<file path="src/rtl/parking_pkg.sv">
// rtl/parking_pkg.sv - shared FSM encoding, default constants and entry admission rule
package parking_pkg;

  localparam int DEF_DEBOUNCE_CYCLES = 4;
  localparam int DEF_PASS_TIMEOUT    = 32;
  localparam int SPACE_W             = 10;

  typedef enum logic [2:0] {
    ST_IDLE      = 3'd0,
    ST_WAIT_CARD = 3'd1,
    ST_OPEN      = 3'd2,
    ST_PASSING   = 3'd3,
    ST_DENY      = 3'd4
  } gate_state_t;

  // University cards need both a free university space and a free space overall.
  function automatic logic entry_refused(input logic               is_uni,
                                         input logic [SPACE_W-1:0] uni_space,
                                         input logic [SPACE_W-1:0] total_space);
    return (total_space == '0) || (is_uni && (uni_space == '0));
  endfunction

endpackage

</file>
<file path="src/rtl/parking_gate_controller_if.sv">
// rtl/parking_gate_controller_if.sv - card reader, occupancy and gate output bundle
interface parking_gate_controller_if;

  logic                           card_valid;
  logic                           card_is_uni;
  logic                           card_ready;
  logic [parking_pkg::SPACE_W-1:0] uni_vacated_space;
  logic [parking_pkg::SPACE_W-1:0] total_vacated_space;
  logic                           barrier_open;
  logic                           car_event;
  logic                           car_is_uni;
  logic                           deny;

  modport master (
    output card_valid, card_is_uni, uni_vacated_space, total_vacated_space,
    input  card_ready, barrier_open, car_event, car_is_uni, deny
  );

  modport slave (
    input  card_valid, card_is_uni, uni_vacated_space, total_vacated_space,
    output card_ready, barrier_open, car_event, car_is_uni, deny
  );

endinterface

</file>
<file path="src/rtl/parking_debounce.sv">
// rtl/parking_debounce.sv - level filter accepting a change after CYCLES consecutive samples
module parking_debounce #(
  parameter int CYCLES = 4
) (
  input  logic clk,
  input  logic reset,
  input  logic raw,
  output logic level
);

  localparam int CW = $clog2(CYCLES) + 1;

  logic [CW-1:0] count;

  // Any sample that agrees with the current level restarts the run.
  always_ff @(posedge clk or negedge reset) begin
    if (!reset) begin
      level <= 1'b0;
      count <= '0;
    end else if (raw == level) begin
      count <= '0;
    end else if (count == CW'(CYCLES - 1)) begin
      level <= raw;
      count <= '0;
    end else begin
      count <= count + 1'b1;
    end
  end

endmodule

</file>
<file path="src/rtl/parking_gate_controller.sv">
// rtl/parking_gate_controller.sv - single-lane barrier FSM with card admission and pass timeout
module parking_gate_controller
  import parking_pkg::*;
#(
  parameter int DEBOUNCE_CYCLES = DEF_DEBOUNCE_CYCLES,
  parameter int PASS_TIMEOUT    = DEF_PASS_TIMEOUT,
  parameter bit IS_EXIT         = 1'b0
) (
  input  logic                       clk,
  input  logic                       reset,
  input  logic                       arrive_sensor,
  input  logic                       pass_sensor,
  parking_gate_controller_if.slave   bus
);

  localparam int TW = $clog2(PASS_TIMEOUT) + 1;

  gate_state_t   state, next_state;
  logic          arrive_f, pass_f;
  logic          accept;
  logic          uni_q;
  logic          deny_q;
  logic          car_event_c;
  logic [TW-1:0] tmo;

  parking_debounce #(.CYCLES(DEBOUNCE_CYCLES)) u_arrive_db (
    .clk   (clk),
    .reset (reset),
    .raw   (arrive_sensor),
    .level (arrive_f)
  );

  parking_debounce #(.CYCLES(DEBOUNCE_CYCLES)) u_pass_db (
    .clk   (clk),
    .reset (reset),
    .raw   (pass_sensor),
    .level (pass_f)
  );

  assign accept = (state == ST_WAIT_CARD) && bus.card_valid;

  always_comb begin
    next_state  = state;
    car_event_c = 1'b0;
    case (state)
      ST_IDLE: begin
        if (arrive_f) next_state = ST_WAIT_CARD;
      end
      ST_WAIT_CARD: begin
        // A card presented in the same cycle the car leaves still wins.
        if (accept) begin
          if (!IS_EXIT && entry_refused(bus.card_is_uni, bus.uni_vacated_space,
                                        bus.total_vacated_space))
            next_state = ST_DENY;
          else
            next_state = ST_OPEN;
        end else if (!arrive_f) begin
          next_state = ST_IDLE;
        end
      end
      ST_OPEN: begin
        if (pass_f)
          next_state = ST_PASSING;
        else if (tmo >= TW'(PASS_TIMEOUT - 1))
          next_state = ST_IDLE;
      end
      ST_PASSING: begin
        if (!pass_f) begin
          next_state  = ST_IDLE;
          car_event_c = 1'b1;
        end
      end
      ST_DENY: begin
        if (!arrive_f) next_state = ST_IDLE;
      end
      default: next_state = ST_IDLE;
    endcase
  end

  always_ff @(posedge clk or negedge reset) begin
    if (!reset) begin
      state  <= ST_IDLE;
      uni_q  <= 1'b0;
      deny_q <= 1'b0;
      tmo    <= '0;
    end else begin
      state  <= next_state;
      deny_q <= (state == ST_WAIT_CARD) && (next_state == ST_DENY);
      if (accept) uni_q <= bus.card_is_uni;
      // Held at zero outside OPEN so every OPEN visit starts a fresh window.
      if (state != ST_OPEN)
        tmo <= '0;
      else if (tmo != '1)
        tmo <= tmo + 1'b1;
    end
  end

  assign bus.card_ready   = (state == ST_WAIT_CARD);
  assign bus.barrier_open = (state == ST_OPEN) || (state == ST_PASSING);
  assign bus.car_event    = car_event_c;
  assign bus.car_is_uni   = car_event_c & uni_q;
  assign bus.deny         = deny_q;

endmodule
</file>
<file path="src/flat_wrapper.sv">
// flat-port wrapper written by rule: the top's interface ports become plain ports
module parking_gate_controller_flat import parking_pkg::*;
#(
  parameter int DEBOUNCE_CYCLES = DEF_DEBOUNCE_CYCLES,
  parameter int PASS_TIMEOUT    = DEF_PASS_TIMEOUT,
  parameter bit IS_EXIT         = 1'b0
)
  (clk, reset, arrive_sensor, pass_sensor, bus_card_valid, bus_card_is_uni, bus_uni_vacated_space, bus_total_vacated_space, bus_card_ready, bus_barrier_open, bus_car_event, bus_car_is_uni, bus_deny);
  parking_gate_controller_if bus_i ();
  input  logic clk;
  input  logic reset;
  input  logic arrive_sensor;
  input  logic pass_sensor;
  input wire logic [$bits(bus_i.card_valid)-1:0] bus_card_valid;
  input wire logic [$bits(bus_i.card_is_uni)-1:0] bus_card_is_uni;
  input wire logic [$bits(bus_i.uni_vacated_space)-1:0] bus_uni_vacated_space;
  input wire logic [$bits(bus_i.total_vacated_space)-1:0] bus_total_vacated_space;
  output wire logic [$bits(bus_i.card_ready)-1:0] bus_card_ready;
  output wire logic [$bits(bus_i.barrier_open)-1:0] bus_barrier_open;
  output wire logic [$bits(bus_i.car_event)-1:0] bus_car_event;
  output wire logic [$bits(bus_i.car_is_uni)-1:0] bus_car_is_uni;
  output wire logic [$bits(bus_i.deny)-1:0] bus_deny;
  assign bus_i.card_valid = bus_card_valid;
  assign bus_i.card_is_uni = bus_card_is_uni;
  assign bus_i.uni_vacated_space = bus_uni_vacated_space;
  assign bus_i.total_vacated_space = bus_total_vacated_space;
  assign bus_card_ready = bus_i.card_ready;
  assign bus_barrier_open = bus_i.barrier_open;
  assign bus_car_event = bus_i.car_event;
  assign bus_car_is_uni = bus_i.car_is_uni;
  assign bus_deny = bus_i.deny;
  parking_gate_controller #(.DEBOUNCE_CYCLES(DEBOUNCE_CYCLES), .PASS_TIMEOUT(PASS_TIMEOUT), .IS_EXIT(IS_EXIT)) u_core (.clk(clk), .reset(reset), .arrive_sensor(arrive_sensor), .pass_sensor(pass_sensor), .bus(bus_i));
endmodule
</file>
<file path="config.mk">
export PLATFORM = sky130hd
export DESIGN_NAME = parking_gate_controller_flat
export DESIGN_NICKNAME = d
export VERILOG_FILES = /design/src/rtl/parking_pkg.sv /design/src/rtl/parking_gate_controller_if.sv /design/src/rtl/parking_debounce.sv /design/src/rtl/parking_gate_controller.sv /design/src/flat_wrapper.sv
export SDC_FILE = /design/constraint.sdc
export NUM_CORES = 1
export LEC_CHECK = 0
export CELL_PAD_IN_SITES_DETAIL_PLACEMENT = 1
export CELL_PAD_IN_SITES_GLOBAL_PLACEMENT = 2
export CORE_UTILIZATION = 24
export DETAILED_ROUTE_END_ITERATION = 10
export GPL_ROUTABILITY_DRIVEN = 0
export PLACE_DENSITY = 0.71
export SYNTH_ARGS = -nofsm -noshare
export SYNTH_HDL_FRONTEND = slang
export SYNTH_SLANG_ARGS = --single-unit
</file>
<file path="constraint.sdc">
create_clock -name clk -period 1.4 [get_ports clk]
set_input_delay 0.28 -clock clk [delete_from_list [all_inputs] [get_ports clk]]
set_output_delay 0.28 -clock clk [all_outputs]
set_load 0.01 [all_outputs]
</file>
==> results.yml <==
clock_network:
  cts_tree: "done"
  ctsHtreeMaxLevel: 1
  cts_buffer_depth: 2
  worstSkewPairLatency_ns: 0.26
  cts_sinks: 19
  cts_made_buffers: 3
  cts_root_buf: "clkbuf_8"
  hold_buffers: 0
  cts.clk_slew.worst_paths_ns: 0.08
setup_path:
  cp.arrival_ns: 1.26
  worst_setup_path_start_kind: "flop"
  cp_slowest_cell: "dfrtp_1"
  critPathRequiredTime_ns: 1.12
  r2r-start: "u_core.state[1]$_DFF_PN0_"
  reg2reg_depth: 5
  max_stage_delay_ns: 0.38
  timing.rr.end: "u_core.uni_q$_DFFE_PN0P_"
  path_max_fanout: 2
  end_kind: "output pin"
  cp-startpoint: "u_core.state[2]$_DFF_PN0_"
  r2r_slack_ns: 0.03
  crit_path_cell_trace: "nand2b_4 -> nor3b_4 -> and2_1 -> buf_2"
  critical_path_class: "reg2out"
cells_and_area:
  multi_input_area_um2: 442.9
  final_nets: 154
  seqCellArea_um2: 475.5
  area_growth_syn_to_layout_pct: 52.84
  fin_area_um2: 1383
  antennaDiodeCount: 0
  fill_cells: 412
  drive_above_1_share: 0.2339
  final_util: 0.3986
  fin_cells: 170
timing:
  setup-violations-final: 3
  fmax_mhz: 649.0
  rsz0062_at_grt: "true"
  tns_ns: -0.2297
  period_minus_slack_ns: 1.541
  tightest_slew_ns: 0.2478
  holdWs_ns: 0.3529
  slew_headroom: 0.8325
  setup_ws_ns: -0.1409
  slew_viol_final: 0
  clock_skew_ns: 0.008405
  hold_viol_final: 0
  fin_crit_sh: 1.101
floorplanning:
  num_rows: 21
  dieWidth_um: 63.40
  start_util: 0.2608
  dieArea_um2: 4019
  core-area_um2: 3468
  die_y_um: 63.40
  ioPinCount: 31
flow_run:
  maxCapViolCount: 0
placement:
  placed_cell_area_um2: 1316
  dp_slack_ns: -0.3146
  io_buffer_count: 30
  dp_cells: 165
  post-dp-hpwl_mm: 1.724
min_path:
  hold_path_class: "in2async"
outcome:
  outcome: "complete, but fails checks"
  violations: "setup timing"
yosys:
  synthTopCellsByCount: "dfrtp_1 (19), nor2_1 (6), nor3b_1 (5), nand2_1 (4), nor3_1 (4)"
  synth_cells: 82
  netlist-cell-type-count: 30
  ys_seq_area_frac: 0.5256
  synth_top_family_by_area: "simple AND/OR/NAND/NOR gates"
  synth_warnings: 0
  synth_compound_area_frac: 0.08990
  synthAdderAreaFrac: 0.04149
  synthMuxAreaShare: 0.04841
  ys.flop_type: "dfrtp_1"
  synthTopCellsByArea: "dfrtp_1 (53%), ha_1 (4.1%), nor3b_1 (4.1%)"
  synthesis.nets: 111
  synth-edff-count: 0
  synthSimpleGateAreaFrac: 0.2448
  ys_seq_elements: 19
  synth-xor-area-share: 0.02905
  synth_top_area_frac: 0.5256
  yosysMostFrequentCell: "dfrtp_1"
  yosysTopAreaCell: "dfrtp_1"
  synth.cell_area_um2: 904.6
  synthArstFlopShare: 1.000
  synth.avg_cell_area_um2: 11.03
pwr:
  ir_worst_vdd_v: 0.0003751
  p_per_area_nw_per_um2: 1415
  finalPower_mw: 1.956
  p_leak_nw: 0.6138
detailed_routing:
  via_count: 792
  ant_nets: 0
  first_pass_iters: 4
  wl_per_cell_um: 12.76
  drc_errors: 0
  dr.first_iter.drc_count: 6
  totalWireLength_mm: 2.170
  avgViaCountPerCell: 4.659
global_route:
  grt_first_pass_wirelength_mm: 3.836
  grt_max_degree: 20
  antenna_found_initial: 0
  grt_pass1_vias: 875
  gr-usage-all-layers: 0.1272
  grt.overflow.total: 0
## state kept, by name, indices dropped and copies added (netlist names)
register / flops
u_core.bus.deny: 1
u_core.state: 3
u_core.tmo: 6
u_core.u_arrive_db.count: 3
u_core.u_arrive_db.level: 1
u_core.u_pass_db.count: 3
u_core.u_pass_db.level: 1
u_core.uni_q: 1
## power by group
part / switching (mW) / total (mW) / leakage [nW] / internal, mW
clock: 0.200 / 0.399 / 0.0255 / 0.198
combinational: 0.313 / 0.754 / 0.337 / 0.441
sequential: 0.114 / 0.804 / 0.251 / 0.690
## cell families after synthesis
logic type	count (synthesis)
simple gates	37
flops	19
compound gates	13
mux	4
xor+xnor	3
buf+inv	3
fa+ha+maj	3
## critical path: cells and delay by family (launching register included)
family | cells | cell delay, ns
AND/OR/NAND/NOR | 3 | 0.49
flip-flops | 1 | 0.38
buffers and inverters | 1 | 0.12
## per-layer routing
| layer | routed length [µm] | track usage | vias up |
|---|---|---|---|
| li1 | - | - | 385 |
| met1 | 986 | 0.1472 | 373 |
| met2 | 1009 | 0.2101 | 30 |
| met3 | 124 | 0.03080 | 4 |
| met4 | 49 | 0.07670 | 0 |
| met5 | 0 | 0 | - |
## final cells by class
cell class / count / area share
clock buffers: 3 / 0.02986
clock inverters: 1 / 0.003620
inverters: 2 / 0.005430
multi-input cells: 60 / 0.3204
flip-flops and latches: 19 / 0.3439
well taps: 46 / 0.04163
repair buffers: 39 / 0.2552
## how the worst max path moves through the flow
| stage | to | slack [ns] | depth (start not counted) |
|---|---|---|---|
| detailed placement | bus_car_is_uni | -0.31 | 4 |
| global placement | bus_car_is_uni | -0.30 | 4 |
| finish | bus_car_is_uni | -0.14 | 4 |
| global route | bus_car_is_uni | -0.21 | 4 |
| CTS | bus_car_is_uni | -0.16 | 4 |
| floorplan | bus_car_is_uni | 0.04 | 3 |
## repair_timing
item	4_1_cts	5_1_grt
buffers inserted	1	2
setup endpoints to repair	7	7
pin swaps	2	0
endpoints found under the hold margin	0	0
gates resized for setup	24	1
gates cloned	0	0
## cell usage in the layout (no fill, tap or decap), drive strengths merged
master / instances
nand3b: 1
inv: 2
a31oi: 3
dfrtp: 19
nand4: 1
mux2: 3
o21ai: 3
and2: 2
or2: 2
nor2b: 2
nand2b: 1
buf: 13
nor4b: 1
clkdlybuf4s50: 25
nor3: 4
and3: 1
a21oi: 3
mux2i: 1
nand2: 4
nor2: 6
nand3: 3
clkinv: 1
o22ai: 1
ha: 3
nor4: 3
clkbuf: 3
dlygate4sd2: 1
a211oi: 2
o21a: 1
xnor2: 3
nor3b: 6
(Power assumes the default switching activity.)
